--- src/rtl/us_cmd_sched_if.sv ---
// us_cmd_sched_if
// Bundles the two handshakes the upstream command scheduler sits between:
//   - command FIFO (first-word-fall-through): us_cmd_fifo_empty_i,
//     us_cmd_fifo_dout_i[127:0] toward the scheduler, us_cmd_fifo_rd_en_o back
//   - TX TLP engine: tx_req_o, tx_addr_o[31:0], tx_len_dw_o[7:0] toward the
//     engine, tx_ack_i and tx_done_i back
// Signal names keep the scheduler's point of view (_i = into the scheduler).
// modport master: the scheduler; modport slave: the FIFO / TX engine side.
interface us_cmd_sched_if;
    logic         us_cmd_fifo_empty_i;
    logic [127:0] us_cmd_fifo_dout_i;
    logic         us_cmd_fifo_rd_en_o;
    logic         tx_req_o;
    logic [31:0]  tx_addr_o;
    logic [7:0]   tx_len_dw_o;
    logic         tx_ack_i;
    logic         tx_done_i;

    modport master (
        input  us_cmd_fifo_empty_i,
        input  us_cmd_fifo_dout_i,
        output us_cmd_fifo_rd_en_o,
        output tx_req_o,
        output tx_addr_o,
        output tx_len_dw_o,
        input  tx_ack_i,
        input  tx_done_i
    );

    modport slave (
        output us_cmd_fifo_empty_i,
        output us_cmd_fifo_dout_i,
        input  us_cmd_fifo_rd_en_o,
        input  tx_req_o,
        input  tx_addr_o,
        input  tx_len_dw_o,
        output tx_ack_i,
        output tx_done_i
    );
endinterface

--- src/rtl/us_cmd_sched.sv ---
// us_cmd_sched
// Upstream command scheduler. Pops one 128-bit command from the command FIFO,
// splits it into memory-write TLP requests of at most MAX_PAYLOAD_BYTES that
// never cross a 4 KB boundary, runs each through the TX engine's req/ack/done
// handshake and finally pulses a completion carrying the command id.
// Ports:
//   clk, rst        clock and asynchronous active-high reset
//   sched_en_i      allows a new command to be popped (checked only in IDLE)
//   bus             FIFO + TX engine handshakes (us_cmd_sched_if.master)
//   cmd_compl_o     one-cycle completion pulse
//   cmd_id_o        id of the completing command, valid with cmd_compl_o
//   cmd_err_o       pulses with cmd_compl_o when the command was rejected
//   busy_o          high whenever the scheduler is not idle
// All outputs are registered: each output flop is loaded from the value it
// must carry in the next state.
module us_cmd_sched #(
    parameter int         MAX_PAYLOAD_BYTES = 128,
    parameter logic [1:0] WR32_TYPE         = 2'b01,
    parameter int         MAX_LEN_CODE      = 12
) (
    input  logic               clk,
    input  logic               rst,
    input  logic               sched_en_i,
    us_cmd_sched_if.master     bus,
    output logic               cmd_compl_o,
    output logic [1:0]         cmd_id_o,
    output logic               cmd_err_o,
    output logic               busy_o
);

    typedef enum logic [2:0] {IDLE, POP, CHECK, CALC, REQ, WAIT_DONE, COMPL} state_t;

    localparam logic [12:0] MPS      = 13'(MAX_PAYLOAD_BYTES);
    localparam logic [4:0]  MAX_CODE = 5'(MAX_LEN_CODE);

    state_t      state_q, state_d;
    logic [1:0]  cmd_type_q, cmd_type_d;
    logic [4:0]  code_q, code_d;
    logic [1:0]  id_q, id_d;
    logic [31:0] addr_q, addr_d;
    logic [12:0] remaining_q, remaining_d;
    logic [12:0] chunk_q, chunk_d;
    logic        err_q, err_d;
    logic        rd_en_q, rd_en_d;
    logic        tx_req_q, tx_req_d;
    logic [31:0] tx_addr_q, tx_addr_d;
    logic [7:0]  tx_len_q, tx_len_d;
    logic        compl_q, compl_d;
    logic [1:0]  id_out_q, id_out_d;
    logic        err_out_q, err_out_d;
    logic        busy_q, busy_d;

    logic [12:0] room_c;
    logic [12:0] chunk_c;
    logic [12:0] remaining_next_c;

    // Fields of the FIFO word the scheduler has no use for.
    logic unused_dout_bits;
    assign unused_dout_bits = ^{bus.us_cmd_fifo_dout_i[127:64],
                                bus.us_cmd_fifo_dout_i[54:32],
                                bus.us_cmd_fifo_dout_i[1:0]};

    // Next-state and datapath. The chunk is the smallest of what is left, the
    // max payload and the distance to the next 4 KB boundary.
    always_comb begin
        state_d     = state_q;
        cmd_type_d  = cmd_type_q;
        code_d      = code_q;
        id_d        = id_q;
        addr_d      = addr_q;
        remaining_d = remaining_q;
        chunk_d     = chunk_q;
        err_d       = err_q;
        tx_addr_d   = tx_addr_q;
        tx_len_d    = tx_len_q;

        room_c = 13'd4096 - {1'b0, addr_q[11:0]};
        chunk_c = remaining_q;
        if (MPS < chunk_c) begin
            chunk_c = MPS;
        end
        if (room_c < chunk_c) begin
            chunk_c = room_c;
        end
        remaining_next_c = remaining_q - chunk_q;

        unique case (state_q)
            IDLE: begin
                if (sched_en_i && !bus.us_cmd_fifo_empty_i) begin
                    state_d = POP;
                end
            end
            POP: begin
                cmd_type_d = bus.us_cmd_fifo_dout_i[63:62];
                code_d     = bus.us_cmd_fifo_dout_i[61:57];
                id_d       = bus.us_cmd_fifo_dout_i[56:55];
                addr_d     = {bus.us_cmd_fifo_dout_i[31:2], 2'b00};
                // Codes above 12 shift out to zero; they are rejected in CHECK.
                remaining_d = 13'd1 << bus.us_cmd_fifo_dout_i[61:57];
                state_d    = CHECK;
            end
            CHECK: begin
                if (cmd_type_q != WR32_TYPE || code_q < 5'd2 || code_q > MAX_CODE) begin
                    err_d   = 1'b1;
                    state_d = COMPL;
                end else begin
                    state_d = CALC;
                end
            end
            CALC: begin
                chunk_d   = chunk_c;
                tx_addr_d = addr_q;
                tx_len_d  = 8'(chunk_c >> 2);
                state_d   = REQ;
            end
            REQ: begin
                if (bus.tx_ack_i) begin
                    state_d = WAIT_DONE;
                end
            end
            WAIT_DONE: begin
                if (bus.tx_done_i) begin
                    addr_d      = addr_q + {19'd0, chunk_q};
                    remaining_d = remaining_next_c;
                    state_d     = (remaining_next_c == 13'd0) ? COMPL : CALC;
                end
            end
            COMPL: begin
                err_d   = 1'b0;
                state_d = IDLE;
            end
            default: begin
                state_d = IDLE;
            end
        endcase

        rd_en_d   = (state_d == POP);
        tx_req_d  = (state_d == REQ);
        compl_d   = (state_d == COMPL);
        id_out_d  = (state_d == COMPL) ? id_d : 2'd0;
        err_out_d = (state_d == COMPL) && err_d;
        busy_d    = (state_d != IDLE);
    end

    // State and output registers; reset drops any in-flight command silently.
    always_ff @(posedge clk or posedge rst) begin
        if (rst) begin
            state_q     <= IDLE;
            cmd_type_q  <= 2'd0;
            code_q      <= 5'd0;
            id_q        <= 2'd0;
            addr_q      <= 32'd0;
            remaining_q <= 13'd0;
            chunk_q     <= 13'd0;
            err_q       <= 1'b0;
            rd_en_q     <= 1'b0;
            tx_req_q    <= 1'b0;
            tx_addr_q   <= 32'd0;
            tx_len_q    <= 8'd0;
            compl_q     <= 1'b0;
            id_out_q    <= 2'd0;
            err_out_q   <= 1'b0;
            busy_q      <= 1'b0;
        end else begin
            state_q     <= state_d;
            cmd_type_q  <= cmd_type_d;
            code_q      <= code_d;
            id_q        <= id_d;
            addr_q      <= addr_d;
            remaining_q <= remaining_d;
            chunk_q     <= chunk_d;
            err_q       <= err_d;
            rd_en_q     <= rd_en_d;
            tx_req_q    <= tx_req_d;
            tx_addr_q   <= tx_addr_d;
            tx_len_q    <= tx_len_d;
            compl_q     <= compl_d;
            id_out_q    <= id_out_d;
            err_out_q   <= err_out_d;
            busy_q      <= busy_d;
        end
    end

    assign bus.us_cmd_fifo_rd_en_o = rd_en_q;
    assign bus.tx_req_o            = tx_req_q;
    assign bus.tx_addr_o           = tx_addr_q;
    assign bus.tx_len_dw_o         = tx_len_q;
    assign cmd_compl_o             = compl_q;
    assign cmd_id_o                = id_out_q;
    assign cmd_err_o               = err_out_q;
    assign busy_o                  = busy_q;

endmodule
--- src/flat_wrapper.sv ---
// flat-port wrapper written by rule: the top's interface ports become plain ports
module us_cmd_sched_flat 
#(
    parameter int         MAX_PAYLOAD_BYTES = 128,
    parameter logic [1:0] WR32_TYPE         = 2'b01,
    parameter int         MAX_LEN_CODE      = 12
)
  (clk, rst, sched_en_i, cmd_compl_o, cmd_id_o, cmd_err_o, busy_o, bus_us_cmd_fifo_empty_i, bus_us_cmd_fifo_dout_i, bus_us_cmd_fifo_rd_en_o, bus_tx_req_o, bus_tx_addr_o, bus_tx_len_dw_o, bus_tx_ack_i, bus_tx_done_i);
  us_cmd_sched_if bus_i ();
  input  logic clk;
  input  logic rst;
  input  logic sched_en_i;
  output logic cmd_compl_o;
  output logic [1:0] cmd_id_o;
  output logic cmd_err_o;
  output logic busy_o;
  input wire logic [$bits(bus_i.us_cmd_fifo_empty_i)-1:0] bus_us_cmd_fifo_empty_i;
  input wire logic [$bits(bus_i.us_cmd_fifo_dout_i)-1:0] bus_us_cmd_fifo_dout_i;
  output wire logic [$bits(bus_i.us_cmd_fifo_rd_en_o)-1:0] bus_us_cmd_fifo_rd_en_o;
  output wire logic [$bits(bus_i.tx_req_o)-1:0] bus_tx_req_o;
  output wire logic [$bits(bus_i.tx_addr_o)-1:0] bus_tx_addr_o;
  output wire logic [$bits(bus_i.tx_len_dw_o)-1:0] bus_tx_len_dw_o;
  input wire logic [$bits(bus_i.tx_ack_i)-1:0] bus_tx_ack_i;
  input wire logic [$bits(bus_i.tx_done_i)-1:0] bus_tx_done_i;
  assign bus_i.us_cmd_fifo_empty_i = bus_us_cmd_fifo_empty_i;
  assign bus_i.us_cmd_fifo_dout_i = bus_us_cmd_fifo_dout_i;
  assign bus_us_cmd_fifo_rd_en_o = bus_i.us_cmd_fifo_rd_en_o;
  assign bus_tx_req_o = bus_i.tx_req_o;
  assign bus_tx_addr_o = bus_i.tx_addr_o;
  assign bus_tx_len_dw_o = bus_i.tx_len_dw_o;
  assign bus_i.tx_ack_i = bus_tx_ack_i;
  assign bus_i.tx_done_i = bus_tx_done_i;
  us_cmd_sched #(.MAX_PAYLOAD_BYTES(MAX_PAYLOAD_BYTES), .WR32_TYPE(WR32_TYPE), .MAX_LEN_CODE(MAX_LEN_CODE)) u_core (.clk(clk), .rst(rst), .sched_en_i(sched_en_i), .bus(bus_i), .cmd_compl_o(cmd_compl_o), .cmd_id_o(cmd_id_o), .cmd_err_o(cmd_err_o), .busy_o(busy_o));
endmodule
--- config.mk ---
export PLATFORM = sky130hd
export DESIGN_NAME = us_cmd_sched_flat
export DESIGN_NICKNAME = d
export VERILOG_FILES = /design/src/rtl/us_cmd_sched_if.sv /design/src/rtl/us_cmd_sched.sv /design/src/flat_wrapper.sv
export SDC_FILE = /design/constraint.sdc
export NUM_CORES = 1
export LEC_CHECK = 0
export ABC_CLOCK_PERIOD_IN_PS = 5500
export CAP_MARGIN = 10
export CORE_ASPECT_RATIO = 0.8
export CORE_MARGIN = 2
export CORE_UTILIZATION = 30
export CTS_CLUSTER_DIAMETER = 200
export DETAILED_ROUTE_END_ITERATION = 8
export PLACE_DENSITY = 0.61
export SLEW_MARGIN = 20
export SYNTH_ARGS = -nofsm -noshare
export SYNTH_HDL_FRONTEND = slang
export SYNTH_SLANG_ARGS = --single-unit
--- constraint.sdc ---
create_clock -name clk -period 5.5 [get_ports clk]
set_input_delay 0.55 -clock clk [delete_from_list [all_inputs] [get_ports clk]]
set_output_delay 0.55 -clock clk [all_outputs]
set_load 0.01 [all_outputs]
Yosys cells after proc, flatten, opt, wreduce, memory -nomap -nowiden
Cells that the tools add are included. W data, S select, Z words.

Bitwise gates (word level): 0. Multiply operators: 0. Order comparisons: 4. Multiplexer cells: 16. Equal/unequal tests: 11. $add $sub $neg: 3. Reduce and logical (&&, ||, !) cells: 10. Divide/modulo/power cells: 0. Shifts and indexed selects: 1.

Operators with widths (count): $pmux W32 S2 (1); $mux W13 (3); $add A32 B13 Y32 (1); $mux W32 (1); $pmux W13 S2 (1); $pmux W3 S6 (1); $eq A3 B3 Y1 const B (5); $mux W3 (5); $logic_not A13 Y1 (1); $lt A13 B13 Y1 (1); $lt A8 B13 Y1 const A (1); $shl A1 B5 Y13 const A (1); $sub A13 B12 Y13 const A (1); $sub A13 B13 Y13 (1); $eq A3 B1 Y1 const B (2); $eq A3 B2 Y1 const B (2); $gt A5 B4 Y1 const B (1); $lt A5 B2 Y1 const B (1); $mux W2 (2); $logic_not A3 Y1 (1); $reduce_bool A3 Y1 (1); $logic_and A1 B1 Y1 (2); $logic_or A1 B1 Y1 (2); $ne A2 B1 Y1 const B (1); 6 further kinds (6).

Input port bits: 134. Register bits after elaboration: 118. Bits in latches: 0. Output and inout bits: 47. Memories kept: 0. ROM bits: 0. Bits in writable memories: 0. Word-level logic and storage cells: 61.

Longest topological paths before layout
Gate-level depths: netlist (run 1).

Depth in word-level cells: 7. Gate-level depth with buffers: 15. Depth with buffers taken out: 14.

Worst setup path after synthesis (run 1)
Ideal clock, no wire load.

Path kind: register to register. Start: register u_core.addr_q[2]. End: register u_core.chunk_q[0]. Data arrival time: 3.121 ns. Period minus slack after synthesis: 3.257 ns. Cell stages (with the launch flop): 15. Data required time: 5.364 ns. Slack: 2.243 ns. Cell sequence: dfrtp_1 -> or4_1 -> nor4_2 -> nand2b_1 -> nor4_2 -> xnor2_1 -> ha_1 -> nand4_1 -> nor2_1 -> a21oi_1 -> o211ai_1 -> a41oi_2 -> buf_4 -> mux2i_1 -> o21ai_0.

Longest elaborated chain between the ends: 3.

RTL lines: start: declaration (RTL line us_cmd_sched.sv:40) `logic [31:0] addr_q, addr_d;`; start signal: assignment (RTL line us_cmd_sched.sv:169) `addr_q <= addr_d;`; $sub A13 B12 Y13 (RTL line us_cmd_sched.sv:77) `room_c = 13'd4096 - {1'b0, addr_q[11:0]};`; $lt A13 B13 Y1 (RTL line us_cmd_sched.sv:82) `if (room_c < chunk_c) begin`; $mux W13 (RTL line us_cmd_sched.sv:82); end signal: assignment (RTL line us_cmd_sched.sv:171) `chunk_q <= chunk_d;`; end: declaration (RTL line us_cmd_sched.sv:42) `logic [12:0] chunk_q, chunk_d;`.

No other way between the ends. A chain may end at the register's enable or synchronous reset.

Final worst setup path (run 1)
Start: register u_core.addr_q[2]. End: register u_core.chunk_q[1].

The elaborated chain is that of the path after synthesis.

==> flow_summary.json, run 1 <==
{
  "status": "finished clean",
  "ir_drop_v": 0.000253,
  "ys_seq_area_share_pct": 40.2,
  "path_clk_slew_ns": 0.08,
  "synth_flop_cell": "dfrtp_1",
  "post-dp-hpwl_mm": 14.4,
  "p_seq_share_pct": 29.5,
  "antenna_cells": 0,
  "die_x_um": 173,
  "drt_pre_antenna_iters": 4,
  "nNetsFinal": 1000,
  "async_flop_share_pct": 100,
  "hold_viol": 0,
  "leakagePower_nw": 3.46,
  "place_inst": 1121,
  "vias": 5848,
  "post_cts_buffers": 0,
  "slew_viol_final": 0,
  "grt_max_degree": 80,
  "wl_per_cell_um": 17.2,
  "yosys_warnings": 0,
  "total_power_mw": 5.45,
  "io_buffers": 91,
  "cpPeakStageDelay_ns": 0.73,
  "rsz0062_at_grt": "no",
  "vias_per_cell": 5.15,
  "place_area_um2": 8040,
  "synth.most_common_cell": "dfrtp_1",
  "fp.dieH_um": 139,
  "syn_area_um2": 6840,
  "ys_types": 71,
  "first_global_vias": 5560,
  "worstSetupPathType": "reg2reg",
  "coreArea_um2": 22400,
  "met3_wirelength_mm": 1.01,
  "numCtsBuffers": 9,
  "finalWirelength_mm": 19.6,
  "end_kind": "flop",
  "final_cell_area_um2": 8330,
  "io_pins": 181,
  "stdcell_count": 1136,
  "worst_pin_slew_ns": 0.993,
  "dieArea_um2": 24000,
  "synth.top_cells.by_count": "dfrtp_1 (110), nand2_1 (101), nor2_1 (62)",
  "crit_path_start_kind": "flop",
  "power_density_nw_per_um2": 655,
  "final-setup-viol-count": 0,
  "top_layer": "met4",
  "slew_headroom_pct": 33.6,
  "row_count": 49,
  "cts-root-buf": "clkbuf_16",
  "synthTopCellsByArea": "dfrtp_1 (40%), ha_1 (6.9%), nand2_1 (5.5%), mux2_2 (5.1%), nor2_1 (3.4%)",
  "slowest_stage": "a41oi_2",
  "synth_top_area_share_pct": 40.2,
  "p_comb_share_pct": 58.6,
  "multiInputGateArea_um2": 3830,
  "finClkSkew_ns": 0.0151,
  "hold_buffers": 0,
  "cts-resized-gates": 0,
  "overflow": 0,
  "nFillCells": 2333,
  "crit_chain": "or4_1 -> nor4_1 -> nand2_1 -> xor2_1 -> ha_1 -> nand4_1 -> nor2_1 -> a21oi_1 -> o211ai_1 -> a41oi_2 -> mux2i_1 -> mux2_2",
  "fmaxAchievable_ghz": 0.246,
  "min_period_ns": 4.06,
  "grt.total_usage_pct": 16.1,
  "wl_met1_mm": 10.1,
  "required_ns": 5.76,
  "cts.sinks": 110,
  "ys_ff_latch": 110,
  "setup_tns_ns": 0,
  "gp_congestion": 0.876,
  "htreeDepth": 3,
  "crit_fanout": 18,
  "ant_nets": 0,
  "hold_slack_ns": 0.479,
  "p_clk_share_pct": 11.8,
  "p_int_mw": 2.94,
  "period_share_pct": 73.8,
  "antenna_found_initial": 0,
  "max_cap_violations": 0,
  "min_path_type": "reg2reg",
  "p_sw_mw": 2.52,
  "syn_to_final_growth_pct": 21.7,
  "drt_iter0_markers": 412,
  "clkLatencyLatePin_ns": 0.38,
  "synthCells": 751,
  "grt_pass1_wl_mm": 30.8,
  "synth.avg_cell_area_um2": 9.11,
  "initial_core_util_pct": 30.5,
  "yosys.area.top_type": "dfrtp_1",
  "drive_above_1_share_pct": 8.67,
  "arrival_ns": 4.32,
  "seq_area_um2": 2750,
  "cts_tree": "yes",
  "switching_share_pct": 46.1,
  "met2_length_mm": 8.13,
  "synth-edff-count": 0,
  "clk_path_buf_depth": 2,
  "drc_errors": 0
}
==> cell families after synthesis <==
kind of cell / after synthesis / synth area share (%)
adders and majority gates: 40 / 7.53
AOI/OAI and AO/OA: 189 / 19.2
xor gates and xnor gates: 27 / 3.46
muxes: 35 / 5.69
DFF: 110 / 40.2
buffers and inverters: 70 / 4.41
and+or+nand+nor: 279 / 19.5
other: 1 / 0.0548
==> worst max-delay path: cells and delay by family, from the launching register on <==
| family | cells | cell delay, ns |
|---|---|---|
| adders and majority gates | 1 | 0.28 |
| xor gates and xnor gates | 1 | 0.21 |
| and+or+nand+nor | 5 | 1.51 |
| muxes | 2 | 0.45 |
| AOI/OAI and AO/OA | 3 | 1.03 |
| DFF | 1 | 0.47 |
==> layer usage <==
metal / vias up / GRT usage, %
met4: 0 / 5.04
met5: - / 0
met1: 2814 / 24.1
li1: 2860 / -
met2: 146 / 23.0
met3: 28 / 3.54
==> state kept, by name, indices dropped and copies added, names as in the netlist, 2 cells and up <==
signal                  count
u_core.addr_q              32
u_core.cmd_type_q           2
u_core.bus.tx_addr_o       32
u_core.state_q              3
u_core.chunk_q              6
u_core.id_q                 2
u_core.code_q               5
u_core.cmd_id_o             2
u_core.bus.tx_len_dw_o      7
u_core.remaining_q         13
==> power by group through the flow <==
| stage | registers (mW) | clock network, mW | logic (mW) |
|---|---|---|---|
| finish | 1.61 | 0.646 | 3.20 |
| global route | 1.67 | 0.684 | 3.55 |
| CTS | 1.61 | 0.661 | 3.19 |
| detailed placement | 1.62 | 0 | 3.17 |
| global placement | 1.61 | 0 | 3.14 |
| floorplan | 1.52 | 0 | 2.29 |
==> cell usage in the layout (no fill, tap or decap), types with 6 or more instances in the layout <==
cell type / netlist / layout
dfrtp_1: 110 / 110
nand2_1: 101 / 101
clkdlybuf4s50_1: 0 / 91
nor2_1: 62 / 61
a21oi_1: 45 / 44
o21ai_0: 40 / 40
ha_1: 38 / 38
inv_1: 33 / 32
mux2_2: 31 / 31
nor3_1: 25 / 25
nand3_1: 22 / 21
xnor2_1: 19 / 19
a311oi_1: 13 / 13
and3_1: 9 / 9
a21o_1: 9 / 9
o21a_1: 9 / 9
clkbuf_16: 0 / 9
a211oi_1: 8 / 8
xor2_1: 8 / 8
o22ai_1: 8 / 8
nor4_1: 8 / 8
nor2b_1: 7 / 7
or3_1: 7 / 7
nand4_1: 6 / 6
o21ai_1: 7 / 6
==> final cells by class <==
class	count	area share, %
clock inverters	6	0.721
multi-input cells	575	45.9
well taps	306	4.60
flip-flops and latches	110	33.1
inverters	34	1.59
repair buffers	96	11.4
clock buffers	9	2.70
==> stage by stage <==
step,worst slack [ns],utilization [%]
6_report,1.44,37.1
5_1_grt,1.07,37.1
3_3_place_gp,1.46,35.8
2_1_floorplan,2.05,-
4_1_cts,1.44,37.1
3_5_place_dp,1.46,35.8
==> path summary, 6_finish.rpt <==
check | to | depth (start not counted) | start | slack, ns
max | u_core.chunk_q[1] | 12 | u_core.addr_q[2] | 1.44
min | u_core.code_q[4] | 2 | u_core.code_q[4] | 0.48
max reg2reg | u_core.chunk_q[1] | 12 | u_core.addr_q[2] | 1.44
min reg2reg | u_core.code_q[4] | 2 | u_core.code_q[4] | 0.48
max in group asynchronous | u_core.addr_q[15] | 3 | rst | 3.86
min in group asynchronous | u_core.cmd_type_q[0] | 2 | rst | 0.70
Power figures use the tool's default switching activity.
==> inputs of run 2 (changes only) <==
--- a/config.mk
+++ b/config.mk
@@ -5,7 +5,7 @@
 export SDC_FILE = /design/constraint.sdc
 export NUM_CORES = 1
 export LEC_CHECK = 0
-export ABC_CLOCK_PERIOD_IN_PS = 5500
+export ABC_CLOCK_PERIOD_IN_PS = 4150
 export CAP_MARGIN = 10
 export CORE_ASPECT_RATIO = 0.8
 export CORE_MARGIN = 2
==> constraint.sdc (replaced) <==
create_clock -name clk -period 4.15 [get_ports clk]
set_input_delay 0.415 -clock clk [delete_from_list [all_inputs] [get_ports clk]]
set_output_delay 0.415 -clock clk [all_outputs]
set_load 0.01 [all_outputs]
==> run 2 against run 1 <==
Wire length fell by 0.41%. Die area stayed put. Utilization grew 0.37 points. Sequential share of layout area is 0.32 points lower. First-iteration DRC count up 25%. Worst setup slack worse by 1.0 ns.
==> flow_summary.json, run 2 (same netlist as run 1, synthesis figures left out) <==
{
  "final_cell_mix": "dfrtp_1 (110), nand2_1 (101), clkdlybuf4s50_1 (91)",
  "first_global_vias": 5608,
  "drc_errors": 0,
  "cpMostUsedCell": "nor4_2",
  "finalWirelength_mm": 19.5,
  "min_period_ns": 3.72,
  "crit_fanout": 8,
  "r2r_slack_ns": 0.43,
  "cts-root-buf": "clkbuf_16",
  "crit_chain": "or4_1 -> nor4_2 -> nand2b_1 -> nor4_2 -> xnor2_1 -> ha_1 -> nand4_1 -> nor2_1 -> a21oi_1 -> o211ai_1 -> a41oi_2 -> buf_4 -> mux2i_1 -> o21ai_0",
  "cts_tree": "yes",
  "dieArea_um2": 24000,
  "p_comb_share_pct": 59.4,
  "p_sw_mw": 3.36,
  "fmaxAchievable_ghz": 0.269,
  "cpPeakStageDelay_ns": 0.62,
  "io_buffers": 91,
  "final_common_cell": "dfrtp_1",
  "gp_congestion": 0.886,
  "end_kind": "flop",
  "ant_nets": 0,
  "min_path_cells": 2,
  "required_ns": 4.40,
  "antenna_found_initial": 0,
  "grt_max_degree": 65,
  "initial_core_util_pct": 30.5,
  "worstHoldStart": "u_core.bus.tx_addr_o[0]",
  "hold_viol": 0,
  "worst_pin_slew_ns": 0.846,
  "post_cts_buffers": 0,
  "vias_per_cell": 5.13,
  "p_int_mw": 3.94,
  "grt_pass1_wl_mm": 31.5,
  "nNetsFinal": 1008,
  "final-setup-viol-count": 0,
  "cts.sinks": 110,
  "syn_to_final_growth_pct": 22.9,
  "min_to": "u_core.bus.tx_addr_o[0]",
  "met3_wirelength_mm": 1.04,
  "row_count": 49,
  "path_clk_slew_ns": 0.08,
  "finClkSkew_ns": 0.0135,
  "io_pins": 181,
  "wl_per_cell_um": 17.0,
  "ir_drop_v": 0.000299,
  "clkLatencyLatePin_ns": 0.37,
  "hold_buffers": 0,
  "die_x_um": 173,
  "clk_path_buf_depth": 2,
  "power_density_nw_per_um2": 868,
  "htreeDepth": 3,
  "coreArea_um2": 22400,
  "slowest_stage": "or4_1",
  "fp.dieH_um": 139,
  "crit_path_start_kind": "flop",
  "wl_met1_mm": 9.99,
  "slew_headroom_pct": 42.8,
  "drt_pre_antenna_iters": 5,
  "met2_length_mm": 8.24,
  "antenna_cells": 0,
  "rsz0062_at_grt": "no",
  "max_cap_violations": 0,
  "vias": 5874,
  "r2r-start": "u_core.addr_q[2]",
  "grt.total_usage_pct": 16.5,
  "min_path_type": "reg2reg",
  "arrival_ns": 3.96,
  "post-dp-hpwl_mm": 14.6,
  "cts-resized-gates": 0,
  "rr_endpoint": "u_core.chunk_q[0]",
  "top_layer": "met4",
  "leakagePower_nw": 3.52,
  "worstSetupPathType": "reg2reg",
  "drive_above_1_share_pct": 9.65,
  "slew_viol_final": 0,
  "status": "finished clean",
  "overflow": 0,
  "drt_iter0_markers": 517,
  "rr_worst_depth": 14,
  "total_power_mw": 7.30,
  "setup_tns_ns": 0,
  "switching_share_pct": 46.1,
  "p_clk_share_pct": 11.9,
  "p_seq_share_pct": 28.7,
  "period_share_pct": 89.6,
  "numCtsBuffers": 9
}
run 2: cell types whose count changed in the layout (fill, tap and decap cells not counted), sizes merged:
cell,change
clkinvlp,-2
clkinv,+1
buf,+8
inv,+2
run 2: layout make-up:
cell class | instances | area (um^2)
clock buffer | 9 | 225
clock inverter | 7 | 67.6
fill | 2296 | 14000
inverter | 34 | 130
multi-input combinational | 575 | 3820
sequential | 110 | 2750
tap | 306 | 383
timing repair buffer | 104 | 1030
run 2: metal layers:
metal	GRT usage, %	vias to the layer above
met1	24.4	2837
met2	24.0	158
met3	3.81	11
met4	4.06	0
met5	0	-
li1	-	2868
run 2: how the worst max path moves through the flow:
| stage | slack [ns] | to | start |
|---|---|---|---|
| finish | 0.43 | u_core.chunk_q[0] | u_core.addr_q[2] |
| global route | 0.18 | u_core.chunk_q[0] | u_core.addr_q[2] |
| CTS | 0.45 | u_core.chunk_q[0] | u_core.addr_q[2] |
| detailed placement | 0.56 | u_core.bus.tx_len_dw_o[5] | u_core.addr_q[2] |
| global placement | 0.55 | u_core.bus.tx_len_dw_o[5] | u_core.addr_q[2] |
| floorplan | 0.83 | u_core.addr_q[0] | rst |
run 2: power groups by stage:
stage | registers [mW] | clock network, mW | logic [mW]
floorplan | 2.01 | 0 | 3.04
global placement | 2.10 | 0 | 4.25
detailed placement | 2.11 | 0 | 4.30
CTS | 2.09 | 0.892 | 4.33
global route | 2.18 | 0.932 | 4.85
finish | 2.09 | 0.870 | 4.34
run 2: worst max-delay path, delay by kind of cell, from the launching register on:
kind | cells | cell delay, ns
mux | 1 | 0.19
buf+inv | 1 | 0.23
compound gates | 4 | 0.72
simple gates | 6 | 1.49
fa+ha+maj | 1 | 0.29
flops | 1 | 0.48
xor+xnor | 1 | 0.20
run 2: metrics by stage:
step	hold slack, ns	setup WS (ns)	std cells	cell area [um^2]	utilization (%)
finish	0.486	0.433	1145	8410	37.5
global route	0.506	0.178	1145	8410	37.5
CTS	0.493	0.447	1145	8410	37.5
detailed placement	0.475	0.559	1129	8120	36.2
global placement	0.455	0.555	1129	8120	36.2
floorplan	0.438	0.833	755	6860	-
==> inputs of run 3 (changes only) <==
--- a/config.mk
+++ b/config.mk
@@ -5,6 +5,7 @@
 export SDC_FILE = /design/constraint.sdc
 export NUM_CORES = 1
 export LEC_CHECK = 0
+export ABC_AREA = 1
 export ABC_CLOCK_PERIOD_IN_PS = 4150
 export CAP_MARGIN = 10
 export CORE_ASPECT_RATIO = 0.8
@@ -12,7 +13,7 @@
 export CORE_UTILIZATION = 30
 export CTS_CLUSTER_DIAMETER = 200
 export DETAILED_ROUTE_END_ITERATION = 8
-export PLACE_DENSITY = 0.61
+export PLACE_DENSITY = 0.6
 export SLEW_MARGIN = 20
 export SYNTH_ARGS = -nofsm -noshare
 export SYNTH_HDL_FRONTEND = slang
==> run 3 against run 2 <==
Fmax increased by 12%. Die area grew 6.7%. Utilization shrank 0.98 points. Hold slack worse by 0.028 ns. Clock-buffer cell count did not move. Combinational power is 5.5% higher. Clock skew down 0.0045 ns.
==> flow_summary.json, run 3 <==
{
  "status": "finished clean",
  "hold_viol": 0,
  "ys_seq_area_share_pct": 37.6,
  "dp_slack_ns": 0.953,
  "io_pins": 181,
  "drive_above_1_share_pct": 8.80,
  "period_share_pct": 79.9,
  "dieArea_um2": 25700,
  "end_kind": "flop",
  "hold_buffers": 0,
  "drt_iter0_markers": 596,
  "crit_fanout": 17,
  "max_cap_violations": 0,
  "required_ns": 4.42,
  "synth.avg_cell_area_um2": 7.32,
  "setup_ws_ns": 0.834,
  "final-setup-viol-count": 0,
  "grt.total_usage_pct": 16.3,
  "die_x_um": 179,
  "top_layer": "met4",
  "synth-edff-count": 0,
  "first_global_vias": 6367,
  "coreArea_um2": 24100,
  "yosys_warnings": 0,
  "final_cell_mix": "nand2_1 (238), inv_1 (121), dfrtp_1 (110)",
  "total_power_mw": 7.43,
  "nNetsFinal": 1250,
  "syn_to_final_growth_pct": 20.3,
  "cts_tree": "yes",
  "syn_area_um2": 7320,
  "ant_nets": 0,
  "setup_tns_ns": 0,
  "leakagePower_nw": 4.10,
  "drc_errors": 0,
  "arrival_ns": 3.58,
  "clkLatencyLatePin_ns": 0.35,
  "worst_pin_slew_ns": 0.850,
  "post_cts_buffers": 0,
  "final_common_cell": "nand2_1",
  "cts-resized-gates": 0,
  "clk_path_buf_depth": 2,
  "synth_flop_cell": "dfrtp_1",
  "final_util_pct": 36.5,
  "row_count": 51,
  "post-dp-hpwl_mm": 15.5,
  "wl_met1_mm": 10.6,
  "fmaxAchievable_ghz": 0.302,
  "vias_per_cell": 4.81,
  "path_clk_slew_ns": 0.08,
  "gp_congestion": 0.905,
  "io_buffers": 91,
  "finalWirelength_mm": 20.5,
  "min_period_ns": 3.32,
  "antenna_cells": 0,
  "synth.most_common_cell": "nand2_1",
  "yosys.area.top_type": "dfrtp_1",
  "vias": 6731,
  "synth_top_area_share_pct": 37.6,
  "grt_pass1_wl_mm": 33.1,
  "synthCells": 1000,
  "cts.sinks": 110,
  "ys_ff_latch": 110,
  "slew_headroom_pct": 43.3,
  "rsz0062_at_grt": "no",
  "numCtsBuffers": 9,
  "synth.top_cells.by_count": "nand2_1 (238), inv_1 (123), dfrtp_1 (110)",
  "met3_wirelength_mm": 1.45,
  "synthTopCellsByArea": "dfrtp_1 (38%), nand2_1 (12%), ha_1 (6.5%), inv_1 (6.3%), o21ai_0 (6.1%)",
  "power_density_nw_per_um2": 844,
  "initial_core_util_pct": 30.3,
  "htreeDepth": 3,
  "slew_viol_final": 0,
  "async_flop_share_pct": 100,
  "finClkSkew_ns": 0.00899,
  "drt_pre_antenna_iters": 5,
  "fp.dieH_um": 144,
  "antenna_found_initial": 0,
  "crit_path_start_kind": "flop",
  "worstSetupPathType": "reg2reg",
  "grt_max_degree": 66,
  "min_path_type": "reg2reg",
  "ys_types": 48,
  "nFillCells": 2563,
  "met2_length_mm": 8.29,
  "cts-root-buf": "clkbuf_16",
  "ir_drop_v": 0.000319,
  "wl_per_cell_um": 14.6,
  "overflow": 0
}
## run 3: changes by cell type after synthesis, moves of 9 or more
cell / before / now
nand2_2: 0 / 23
nor3_1: 25 / 13
a311oi_1: 13 / 0
mux2_2: 31 / 1
a31oi_1: 3 / 14
xnor2_1: 19 / 6
nor2_1: 62 / 91
nor2_2: 0 / 13
inv_1: 33 / 123
o21ai_0: 40 / 89
nand3_1: 22 / 54
nand2_1: 101 / 238
a21o_1: 9 / 0
## run 3: power breakdown
| group | leakage (nW) | internal (mW) | switching, mW | total (mW) |
|---|---|---|---|---|
| clock network | 0.132 | 0.411 | 0.427 | 0.838 |
| registers | 1.36 | 1.58 | 0.432 | 2.01 |
| logic | 2.60 | 1.77 | 2.81 | 4.58 |
| total | 4.10 | 3.76 | 3.67 | 7.43 |
## run 3: area by class of cell
type	instances	area, um^2	share of cell area (%)
Multi-Input combinational cell	725	3900	44.3
Sequential cell	110	2750	31.3
Timing Repair Buffer	100	991	11.3
Inverter	130	490	5.57
Tap cell	318	398	4.52
Clock buffer	9	225	2.56
Clock inverter	6	47.5	0.540
## run 3: cells by family (layout without fill, tap and decap cells)
| logic type | Yosys count | in the layout | share of synthesized area, % |
|---|---|---|---|
| xor gates and xnor gates | 18 | 18 | 2.15 |
| AOI/OAI and AO/OA | 191 | 191 | 14.9 |
| other | 1 | 5 | 0.0513 |
| adders and majority gates | 40 | 40 | 7.05 |
| buffers and inverters | 169 | 245 | 9.39 |
| muxes | 1 | 1 | 0.154 |
| DFF | 110 | 110 | 37.6 |
| and+or+nand+nor | 470 | 470 | 28.7 |
## run 3: critical path: stages, from the launching register on
cell	delay (ns)
dfrtp_1	0.42
inv_1	0.14
ha_1	0.20
nand3_1	0.14
nor2_1	0.14
nand2_1	0.11
nor2_1	0.21
nand2_1	0.12
xor2_1	0.22
ha_1	0.28
a21oi_1	0.14
nor2_1	0.05
nor4_1	0.34
nand2_2	0.29
inv_1	0.23
nand3_1	0.09
o21ai_0	0.11
## run 3: per-layer routing
metal,vias to the layer above,GRT usage [%]
met1,3144,25.1
met4,0,2.48
met2,181,23.1
met3,11,4.15
met5,-,0
li1,3395,-
## run 3: final timing paths
kind,to,start,depth (start not counted),slack [ns]
min,u_core.bus.us_cmd_fifo_rd_en_o,u_core.state_q[0],1,0.46
min in group asynchronous,u_core.bus.tx_req_o,rst,2,0.58
max reg2reg,u_core.chunk_q[11],u_core.addr_q[1],16,0.83
max in group asynchronous,u_core.addr_q[7],rst,3,2.81
min reg2reg,u_core.bus.us_cmd_fifo_rd_en_o,u_core.state_q[0],1,0.46
max,u_core.chunk_q[11],u_core.addr_q[1],16,0.83
## run 3: metrics by stage
step / hold WS (ns) / area (um^2) / std cells
floorplan: 0.429 / 7330 / 1004
global placement: 0.442 / 8530 / 1383
detailed placement: 0.448 / 8530 / 1383
CTS: 0.464 / 8800 / 1398
global route: 0.490 / 8800 / 1398
finish: 0.458 / 8800 / 1398
